File: config.mk
export PLATFORM = sky130hd
export DESIGN_NAME = reg_file_bank_flat
export DESIGN_NICKNAME = d
export VERILOG_FILES = /design/src/rtl/reg_file_bank_pkg.sv /design/src/rtl/reg_file_bank_if.sv /design/src/rtl/reg_file_mem.sv /design/src/rtl/reg_file_bank.sv /design/src/flat_wrapper.sv
export SDC_FILE = /design/constraint.sdc
export NUM_CORES = 2
export LEC_CHECK = 0
export CORE_MARGIN = 3
export CORE_UTILIZATION = 30
export CTS_CLUSTER_SIZE = 14
export DETAILED_ROUTE_END_ITERATION = 16
export GPL_TIMING_DRIVEN = 0
export MAX_ROUTING_LAYER = met4
export PLACE_DENSITY = 0.46
export SYNTH_ARGS = -nofsm -noshare
export SYNTH_HDL_FRONTEND = slang
export SYNTH_HIERARCHICAL = 1
export SYNTH_SLANG_ARGS = --single-unit
File: constraint.sdc
create_clock -name clk -period 3.9 [get_ports clk]
set_input_delay 0.78 -clock clk [delete_from_list [all_inputs] [get_ports clk]]
set_output_delay 0.78 -clock clk [all_outputs]
set_load 0.02 [all_outputs]
File: src/rtl/reg_file_bank_pkg.sv
// Shared parameters and types for the integer register file.
//   XLEN           : default data width
//   REG_ADDR_WIDTH : default register address width
//   NUM_REGS       : number of architectural registers (x0 included)
//   rf_state_e     : register-file controller states
package pkg_parameters;
  localparam int XLEN           = 32;
  localparam int REG_ADDR_WIDTH = 5;
  localparam int NUM_REGS       = 2 ** REG_ADDR_WIDTH;

  typedef enum logic [1:0] {RF_CLEAR, RF_RUN, RF_DUMP} rf_state_e;
endpackage

File: src/rtl/reg_file_bank_if.sv
// Register-file bus between the core controller and the storage bank.
//   rs1/rs2 : combinational read ports (addr in, data out)
//   rd      : synchronous write port (web/addr/data)
//   rf_ready: bank accepts writes (RUN only)
//   dump_*  : valid/ready stream serialising every register out
// Modports: rf (storage side), ctrl (controller / debug side).
interface reg_file_bank_if #(
  parameter int XLEN       = pkg_parameters::XLEN,
  parameter int ADDR_WIDTH = pkg_parameters::REG_ADDR_WIDTH
);
  logic [ADDR_WIDTH-1:0] rs1_addr;
  logic [XLEN-1:0]       rs1_data;
  logic [ADDR_WIDTH-1:0] rs2_addr;
  logic [XLEN-1:0]       rs2_data;
  logic                  rd_web;
  logic [ADDR_WIDTH-1:0] rd_addr;
  logic [XLEN-1:0]       rd_data;
  logic                  rf_ready;
  logic                  dump_req;
  logic                  dump_valid;
  logic                  dump_ready;
  logic [ADDR_WIDTH-1:0] dump_idx;
  logic [XLEN-1:0]       dump_data;
  logic                  dump_last;

  modport rf (
    input  rs1_addr, rs2_addr, rd_web, rd_addr, rd_data, dump_req, dump_ready,
    output rs1_data, rs2_data, rf_ready, dump_valid, dump_idx, dump_data, dump_last
  );

  modport ctrl (
    output rs1_addr, rs2_addr, rd_web, rd_addr, rd_data, dump_req, dump_ready,
    input  rs1_data, rs2_data, rf_ready, dump_valid, dump_idx, dump_data, dump_last
  );
endinterface

File: src/rtl/reg_file_mem.sv
// Register storage x1..x(NUM_REGS-1); x0 has no backing entry.
//   we/waddr/wdata       : write port, commits on rising clk edge
//   raddr1/2, raddr_dump : asynchronous reads, address 0 reads as 0
// No reset: contents are zeroed by the bank's clear sweep.
module reg_file_mem #(
  parameter int XLEN       = pkg_parameters::XLEN,
  parameter int ADDR_WIDTH = pkg_parameters::REG_ADDR_WIDTH
) (
  input  logic                  clk,
  input  logic                  we,
  input  logic [ADDR_WIDTH-1:0] waddr,
  input  logic [XLEN-1:0]       wdata,
  input  logic [ADDR_WIDTH-1:0] raddr1,
  input  logic [ADDR_WIDTH-1:0] raddr2,
  input  logic [ADDR_WIDTH-1:0] raddr_dump,
  output logic [XLEN-1:0]       rdata1,
  output logic [XLEN-1:0]       rdata2,
  output logic [XLEN-1:0]       rdata_dump
);
  localparam int NREGS = 2 ** ADDR_WIDTH;

  logic [XLEN-1:0] mem [1:NREGS-1];

  always_ff @(posedge clk) begin
    if (we && waddr != '0) mem[waddr] <= wdata;
  end

  assign rdata1     = (raddr1     == '0) ? '0 : mem[raddr1];
  assign rdata2     = (raddr2     == '0) ? '0 : mem[raddr2];
  assign rdata_dump = (raddr_dump == '0) ? '0 : mem[raddr_dump];
endmodule

File: src/rtl/reg_file_bank.sv
// Integer register file bank: FSM (CLEAR/RUN/DUMP), post-reset clear sweep,
// write-to-read bypass and the debug dump sequencer.
//   clk, rst : clock, synchronous active-high reset
//   bus      : rf-side modport of reg_file_bank_if
module reg_file_bank
  import pkg_parameters::*;
#(
  parameter int XLEN       = pkg_parameters::XLEN,
  parameter int ADDR_WIDTH = pkg_parameters::REG_ADDR_WIDTH,
  parameter int BYPASS     = 1
) (
  input  logic           clk,
  input  logic           rst,
  reg_file_bank_if.rf    bus
);
  localparam int                    NREGS    = 2 ** ADDR_WIDTH;
  localparam logic [ADDR_WIDTH-1:0] LAST_IDX = ADDR_WIDTH'(NREGS - 1);

  rf_state_e             state, state_nxt;
  logic [ADDR_WIDTH-1:0] clr_idx, dump_idx;
  logic                  dump_valid, dump_fire, dump_last;
  logic                  mem_we;
  logic [ADDR_WIDTH-1:0] mem_waddr;
  logic [XLEN-1:0]       mem_wdata, rd1, rd2, rdd;

  assign dump_fire = dump_valid && bus.dump_ready;
  assign dump_last = dump_valid && (dump_idx == LAST_IDX);

  always_ff @(posedge clk) begin
    if (rst) state <= RF_CLEAR;
    else     state <= state_nxt;
  end

  // Next state and the single storage write port: the sweep owns it in
  // CLEAR, the controller in RUN, nobody in DUMP (keeps dump_data stable).
  always_comb begin
    state_nxt = state;
    mem_we    = 1'b0;
    mem_waddr = bus.rd_addr;
    mem_wdata = bus.rd_data;
    case (state)
      RF_CLEAR: begin
        mem_we    = !rst;
        mem_waddr = clr_idx;
        mem_wdata = '0;
        if (clr_idx == LAST_IDX) state_nxt = RF_RUN;
      end
      RF_RUN: begin
        mem_we = bus.rd_web && !rst;
        if (bus.dump_req) state_nxt = RF_DUMP;
      end
      RF_DUMP: begin
        if (dump_fire && dump_last) state_nxt = RF_RUN;
      end
      default: state_nxt = RF_CLEAR;
    endcase
  end

  // Sweep starts at x1: x0 has no storage. dump_idx wraps back to 0 after
  // the last beat so the next dump needs no extra bookkeeping.
  always_ff @(posedge clk) begin
    if (rst) begin
      clr_idx    <= ADDR_WIDTH'(1);
      dump_idx   <= '0;
      dump_valid <= 1'b0;
    end else begin
      if (state == RF_CLEAR) clr_idx <= clr_idx + 1'b1;
      if (state == RF_RUN && bus.dump_req) begin
        dump_valid <= 1'b1;
        dump_idx   <= '0;
      end else if (state == RF_DUMP && dump_fire) begin
        dump_idx <= dump_idx + 1'b1;
        if (dump_last) dump_valid <= 1'b0;
      end
    end
  end

  reg_file_mem #(.XLEN(XLEN), .ADDR_WIDTH(ADDR_WIDTH)) u_mem (
    .clk        (clk),
    .we         (mem_we),
    .waddr      (mem_waddr),
    .wdata      (mem_wdata),
    .raddr1     (bus.rs1_addr),
    .raddr2     (bus.rs2_addr),
    .raddr_dump (dump_idx),
    .rdata1     (rd1),
    .rdata2     (rd2),
    .rdata_dump (rdd)
  );

  // Reads are 0 while clearing; bypass applies only in RUN, where writes commit.
  always_comb begin
    bus.rs1_data = '0;
    bus.rs2_data = '0;
    if (state == RF_RUN) begin
      bus.rs1_data = rd1;
      bus.rs2_data = rd2;
      if (BYPASS != 0 && bus.rd_web) begin
        if (bus.rd_addr == bus.rs1_addr && bus.rs1_addr != '0) bus.rs1_data = bus.rd_data;
        if (bus.rd_addr == bus.rs2_addr && bus.rs2_addr != '0) bus.rs2_data = bus.rd_data;
      end
    end else if (state == RF_DUMP) begin
      bus.rs1_data = rd1;
      bus.rs2_data = rd2;
    end
  end

  assign bus.rf_ready   = (state == RF_RUN);
  assign bus.dump_valid = dump_valid;
  assign bus.dump_idx   = dump_idx;
  assign bus.dump_data  = dump_valid ? rdd : '0;
  assign bus.dump_last  = dump_last;
endmodule

File: src/flat_wrapper.sv
// flat-port wrapper written by rule: the top's interface ports become plain ports
module reg_file_bank_flat import pkg_parameters::*;
#(
  parameter int XLEN       = pkg_parameters::XLEN,
  parameter int ADDR_WIDTH = pkg_parameters::REG_ADDR_WIDTH,
  parameter int BYPASS     = 1
)
  (clk, rst, bus_rs1_addr, bus_rs2_addr, bus_rd_web, bus_rd_addr, bus_rd_data, bus_dump_req, bus_dump_ready, bus_rs1_data, bus_rs2_data, bus_rf_ready, bus_dump_valid, bus_dump_idx, bus_dump_data, bus_dump_last);
  reg_file_bank_if #(.XLEN(XLEN), .ADDR_WIDTH(ADDR_WIDTH)) bus_i ();
  input  logic clk;
  input  logic rst;
  input wire logic [$bits(bus_i.rs1_addr)-1:0] bus_rs1_addr;
  input wire logic [$bits(bus_i.rs2_addr)-1:0] bus_rs2_addr;
  input wire logic [$bits(bus_i.rd_web)-1:0] bus_rd_web;
  input wire logic [$bits(bus_i.rd_addr)-1:0] bus_rd_addr;
  input wire logic [$bits(bus_i.rd_data)-1:0] bus_rd_data;
  input wire logic [$bits(bus_i.dump_req)-1:0] bus_dump_req;
  input wire logic [$bits(bus_i.dump_ready)-1:0] bus_dump_ready;
  output wire logic [$bits(bus_i.rs1_data)-1:0] bus_rs1_data;
  output wire logic [$bits(bus_i.rs2_data)-1:0] bus_rs2_data;
  output wire logic [$bits(bus_i.rf_ready)-1:0] bus_rf_ready;
  output wire logic [$bits(bus_i.dump_valid)-1:0] bus_dump_valid;
  output wire logic [$bits(bus_i.dump_idx)-1:0] bus_dump_idx;
  output wire logic [$bits(bus_i.dump_data)-1:0] bus_dump_data;
  output wire logic [$bits(bus_i.dump_last)-1:0] bus_dump_last;
  assign bus_i.rs1_addr = bus_rs1_addr;
  assign bus_i.rs2_addr = bus_rs2_addr;
  assign bus_i.rd_web = bus_rd_web;
  assign bus_i.rd_addr = bus_rd_addr;
  assign bus_i.rd_data = bus_rd_data;
  assign bus_i.dump_req = bus_dump_req;
  assign bus_i.dump_ready = bus_dump_ready;
  assign bus_rs1_data = bus_i.rs1_data;
  assign bus_rs2_data = bus_i.rs2_data;
  assign bus_rf_ready = bus_i.rf_ready;
  assign bus_dump_valid = bus_i.dump_valid;
  assign bus_dump_idx = bus_i.dump_idx;
  assign bus_dump_data = bus_i.dump_data;
  assign bus_dump_last = bus_i.dump_last;
  reg_file_bank #(.XLEN(XLEN), .ADDR_WIDTH(ADDR_WIDTH), .BYPASS(BYPASS)) u_core (.clk(clk), .rst(rst), .bus(bus_i));
endmodule
### Yosys cells after proc, flatten, opt, wreduce, memory -nomap -nowiden

Memories as Yosys holds them, arrays and structs flattened. A register that Yosys moved wholly into a read port is not among the register bits.
Cells that the tools add are included.

| storage, ports and cells | value |
|---|---|
| memories | 1 |
| output and inout port bits | 104 |
| input bits | 52 |
| register bits after elaboration | 13 |
| word-level logic and storage cells | 64 |
| memory bits (writable) | 992 |

| operators by class | value |
|---|---|
| reduce and logical (&&, ||, !) cells | 22 |
| multiplexer cells | 26 |
| add/subtract/negate cells | 2 |
| equality and inequality tests | 9 |

Memory list:

| name | depth | width | read ports | clocked after memory_dff | write ports | line | text |
|---|---|---|---|---|---|---|---|
| u_core.u_mem.mem | 31 | 32 | 3 | 1 | 1 | reg_file_mem.sv:22 | `logic [XLEN-1:0] mem [1:NREGS-1];` |

Operators with widths:

| cell | count |
|---|---|
| $mux W32 | 13 |
| $logic_not A5 Y1 | 3 |
| $mux W5 | 3 |
| $reduce_bool A5 Y1 | 3 |
| $add A5 B1 Y5 const B | 2 |
| $eq A5 B5 Y1 | 2 |
| $eq A5 B5 Y1 const B | 2 |
| $logic_and A1 B1 Y1 | 9 |
| $mux W2 | 3 |
| $pmux W2 S3 | 1 |
| $mux W1 | 5 |
| $ne A2 B1 Y1 const B | 2 |
| $reduce_bool A2 Y1 | 2 |
| $reduce_and A3 Y1 | 1 |
| $eq A2 B1 Y1 const B | 1 |
| $eq A2 B2 Y1 const B | 1 |
| $logic_not A2 Y1 | 1 |
| $ne A2 B2 Y1 const B | 1 |
| $pmux W1 S2 | 1 |
| $reduce_and A2 Y1 | 1 |
| $reduce_or A2 Y1 | 1 |
| $logic_not A1 Y1 | 1 |

### Longest topological paths before layout

| logic depth | value |
|---|---|
| word-level depth | 6 |
| gate-level depth with buffers | 9 |
| gate-level depth less buffers | 7 |

### Modules after synthesis

Netlist, hierarchy kept.

By module, submodules not included:

| module | times used | area each (um^2) | cells an instance | sequential area each (um^2) |
|---|---|---|---|---|
| reg_file_mem | 1 | 54517.3 | 3696 | 29788.6 |
| reg_file_bank | 1 | 2158.3 | 261 | 260.2 |

### Worst setup path before layout

OpenSTA, ideal clock, no wires.

| timing | value |
|---|---|
| kind | flip-flop to flip-flop |
| start | reg u_core.state[1] |
| end | mem u_core.u_mem.mem[12][0], enable pin |
| clock period less this slack | 3.770 ns |
| arrival | 3.349 ns |
| data required time | 3.479 ns |
| stages on the path, launching flop included | 8 |
| setup slack | 0.130 ns |
| path buffers | 3 |
| library setup time | 0.421 ns |
| cell sequence | dfxtp_1 -> clkbuf_1 -> nor2_1 -> buf_2 -> mux2_2 -> or3b_2 -> clkbuf_1 -> nor2_1 |

| between the ends | value |
|---|---|
| word-level cells in the longest chain between the ends | 6 |
| elaborated cells between the ends (all ways) | 8 |
| those cells by class | eq/ne: 1; mux: 4; reduce/logical: 3 |

RTL lines:

| element | line | text |
|---|---|---|
| start: declaration | reg_file_bank.sv:19 | `rf_state_e state, state_nxt;` |
| start signal: assignment | reg_file_bank.sv:31 | `else state <= state_nxt;` |
| $logic_not A2 Y1 * | reg_file_bank.sv:41 | `case (state)` |
| $mux W5 * | reg_file_bank.sv:41 |  |
| net u_core.mem_waddr[0] | reg_file_bank.sv:23 | `logic [ADDR_WIDTH-1:0] mem_waddr;` |
| $reduce_bool A5 Y1 | reg_file_mem.sv:25 | `if (we && waddr != '0) mem[waddr] <= wdata;` |
| $logic_and A1 B1 Y1 | reg_file_mem.sv:25 |  |
| $mux W1 | reg_file_mem.sv:25 |  |
| $mux W1 (implied by the code) | reg_file_mem.sv:25 |  |
| end: declaration | reg_file_mem.sv:22 |  |

Mark *: on every way through the listed nets, which the timed path passes. The rest lies on a longest branch.

### Final worst setup path

| timing | value |
|---|---|
| start | reg u_core.dump_idx[1] (netlist: u_core/bus.dump_idx[1]) |
| end | out bus_dump_data[10] |

| between the ends | value |
|---|---|
| word-level cells in the longest chain between the ends | 3 |

RTL lines:

| element | line | text |
|---|---|---|
| start: declaration | reg_file_bank.sv:20 | `logic [ADDR_WIDTH-1:0] clr_idx, dump_idx;` |
| start signal: assignment | reg_file_bank.sv:72 | `dump_idx <= dump_idx + 1'b1;` |
| $logic_not A5 Y1 | reg_file_mem.sv:30 | `assign rdata_dump = (raddr_dump == '0) ? '0 : mem[raddr_dump];` |
| $mux W32 | reg_file_mem.sv:30 |  |
| net u_core.rdd[10] | reg_file_bank.sv:24 | `logic [XLEN-1:0] mem_wdata, rd1, rd2, rdd;` |
| $mux W32 | reg_file_bank.sv:111 | `assign bus.dump_data = dump_valid ? rdd : '0;` |
| end: declaration | flat_wrapper.sv:24 | `output wire logic [$bits(bus_i.dump_data)-1:0] bus_dump_data;` |

The timed path passes the listed nets, and every way through them passes these cells.

==> flow_metrics.env <==
export IMPL_status="finished with violations"
export IMPL_violations="setup timing"
export IMPL_max_slew_margin_rel=0.2417
export IMPL_final_cell_mix="edfxtp_1, mux2i_1, mux4_2"
export IMPL_cap_violations=0
export IMPL_cpMostUsedCell="buf_12"
export IMPL_synthesis_area_um2=56680
export IMPL_skew_ps=31.68
export IMPL_path_clk_slew_ps=60
export IMPL_placed_cell_area_um2=63400
export IMPL_core_um2=186600
export IMPL_crit_required_ps=3120
export IMPL_hold_class="primary input to flip-flop"
export IMPL_grt_use_total=0.3176
export IMPL_cts_made_buffers=118
export IMPL_htreeDepth=3
export IMPL_ant_nets=0
export IMPL_yosysWarnings=6
export IMPL_io_buffers=154
export IMPL_routed_top_layer="met4"
export IMPL_p_sw_mw=6.650
export IMPL_critPathTopFamily="multiplexers"
export IMPL_start_kind="flip-flop"
export IMPL_critPathMaxStageDelay_ps=510
export IMPL_post_route_cell_area_um2=74080
export IMPL_vias_per_cell=6.417
export IMPL_ir_drop_uv=370.0
export IMPL_initial_utilization=0.3037
export IMPL_grt_pass1_vias=43810
export IMPL_fin_ws_ps=-374.4
export IMPL_path_class="flip-flop to output pin"
export IMPL_finalMaxSlewViolations=0
export IMPL_synth_main_ff_cell="edfxtp_1"
export IMPL_cp_max_fo=5
export IMPL_finalSetupViolCount=39
export IMPL_wl_met1_um=118000
export IMPL_final_period_utilization=1.096
export IMPL_num_vias=45470
export IMPL_num_rows=158
export IMPL_syn2layout_area_growth_pct=30.71
export IMPL_min_period_ps=4274
export IMPL_dieArea_um2=194200
export IMPL_clk_latency_ps=810
export IMPL_synth_edf_count=992
export IMPL_met3_length_um=31810
export IMPL_die_height_um=440.6
export IMPL_endpoint_kind="output pin"
export IMPL_syn_avg_cell_area_um2=14.32
export IMPL_grt_pass1_wl_um=402100
export IMPL_antenna_found_initial=8
export IMPL_power_frac_clock=0.437
export IMPL_wl_um=307900
export IMPL_worst_path_buf_inv=5
export IMPL_detailed_place_hpwl_um=216600
export IMPL_p_per_area_nw_per_um2=350.0
export IMPL_slowest_stage="mux4_2"
export IMPL_met2_length_um=130400
export IMPL_clock_sinks=1005
export IMPL_final_nets=4556
export IMPL_syn_nets=4013
export IMPL_drtPass1Iterations=6
export IMPL_drt_iter0_markers=6773
export IMPL_max_freq_mhz=234.0
export IMPL_root_buffer="clkbuf_16"
export IMPL_tightest_slew_ps=1137
export IMPL_clockBufferDepth=3
export IMPL_nFillCells=17310
export IMPL_gp_congestion=0.9520
export IMPL_cts_tree="yes"
export IMPL_hold_viol_final=0
export IMPL_seq_power_share=0.457
export IMPL_die_w_um=440.6
export IMPL_power_frac_comb=0.106
export IMPL_tns_ps=-8613
export IMPL_drc=0
export IMPL_swShare=0.2564
export IMPL_power_leakage_nw=25.61
export IMPL_crit_path_cell_trace="buf_12 -> buf_16 -> buf_4 -> buf_12 -> mux4_2 -> mux2_4 -> a221oi_4 -> a211oi_2 -> and2_1 -> buf_2"
export IMPL_rsz0062_at_grt="true"
export IMPL_hold_buffers=0
export IMPL_ys_seq_area_frac=0.5302
export IMPL_yosys_register_bits=1005
export IMPL_cp_arrival_ps=3490
export IMPL_p_int_mw=19.28
export IMPL_wl_per_cell_um=43.46
export IMPL_ioPinCount=156
export IMPL_final_common_cell="edfxtp_1"
export IMPL_grt_max_degree=32
export IMPL_layout_drive_gt1_share=0.3607
export IMPL_synth_distinct_cells=60
export IMPL_synth_cells=3957
export IMPL_grt_overflow_total=0
export IMPL_synthArstFlopShare=0
## cell families after synthesis
family | after synthesis | share of synthesized area
compound gates | 747 | 0.09762
xor+xnor | 14 | 0.002163
fa+ha+maj | 4 | 0.0008831
buf+inv | 363 | 0.03270
flops | 1005 | 0.5302
mux | 1233 | 0.2860
simple gates | 591 | 0.05049
## layer usage
layer  global-route usage  up-vias
met2               0.4518     3385
met5                    -        -
met4               0.2257        0
li1                     -    17420
met3              0.07118      844
met1               0.3985    23820
## registers in the layout, summed over array words and instances (netlist names)
signal / count
u_core/bus.dump_idx: 5
u_core/clr_idx: 5
u_core/state: 2
u_core/u_mem/mem: 992
u_core/bus.dump_valid: 1
## synth_stat cells (5+ instances only)
cell type	number	area, um^2
edfxtp_1	992	29790
mux2i_1	871	8718
mux4_2	303	6824
a21oi_1	229	1146
a22oi_1	202	1516
nand2_1	157	589.3
buf_2	153	765.7
clkbuf_1	144	540.5
nor2_1	141	529.3
nand3_1	136	680.7
o2111ai_1	64	560.5
mux2_2	59	664.4
o22ai_1	54	337.8
nor2b_1	43	269.0
and2_1	40	250.2
a32o_1	32	320.3
a32o_2	32	360.4
buf_4	32	240.2
nor4_1	29	181.4
o221ai_1	27	236.5
o2bb2ai_1	27	236.5
a221oi_2	18	270.3
a211oi_1	17	127.6
dfxtp_1	13	260.3
a211oi_2	11	137.6
buf_6	11	123.9
buf_1	10	37.54
xnor2_1	10	87.58
a221oi_1	9	78.83
nand2b_1	8	50.05
a2bb2oi_1	5	43.79
nand3b_1	5	37.54
nand4_1	5	31.28
o2111a_1	5	56.30
o31a_1	5	43.79
## power by group through the flow
stage / Combinational (mW) / Clock [mW] / Sequential (mW)
after global routing: 2.75 / 11.9 / 11.8
after CTS: 2.62 / 11.4 / 11.8
after detailed placement: 2.28 / 0 / 12.1
after floorplan: 1.21 / 0 / 12.1
final: 2.75 / 11.3 / 11.8
after global placement: 2.23 / 0 / 12.1
## cell type report
| cell class | instances | area, um^2 | area share |
|---|---|---|---|
| plain buffers | 350 | 4300 | 0.05805 |
| clock buffers | 141 | 3060 | 0.04131 |
| repair buffers | 432 | 5517 | 0.07447 |
| diodes | 9 | 22.52 | 0.0003040 |
| well taps | 2480 | 3103 | 0.04189 |
| multi-input cells | 2589 | 27250 | 0.3678 |
| flip-flops and latches | 1005 | 30060 | 0.4058 |
| clock inverters | 75 | 753.2 | 0.01017 |
| inverters | 4 | 15.01 | 0.0002027 |
## through the flow
step / total power, mW / hold WS, ps / util / instances / setup slack, ps
floorplan: 13.26 / 467.5 / - / 3957 / 129.9
CTS: 25.87 / 399.5 / 0.3915 / 7023 / -409.2
detailed placement: 14.35 / 503.9 / 0.3397 / 6677 / -2496
global placement: 14.31 / 493.6 / 0.3286 / 6591 / -3737
global route: 26.47 / 447.7 / 0.3969 / 7081 / -391.0
finish: 25.93 / 434.6 / 0.3970 / 7085 / -374.4
## final timing paths
path / startpoint / endpoint / slack (ps) / cells past startpoint
worst max-delay path: u_core/bus.dump_idx[1] / bus_dump_data[10] / -370 / 10
worst min register to register: u_core/clr_idx[4] / u_core/clr_idx[4] / 520 / 2
worst min-delay path: rst / u_core/state[0] / 430 / 2
worst max register to register: u_core/state[1] / u_core/u_mem/mem[28][2] / 70 / 9
## what timing repair did
action / 4_1_cts / 5_1_grt
gates cloned: 10 / 4
gates resized for setup: 1484 / 147
pin swaps: 122 / 71
setup buffers: 125 / 55
hold endpoints to repair: 0 / 0
setup endpoints to repair: 968 / 230
Power figures use the tool's default switching activity.
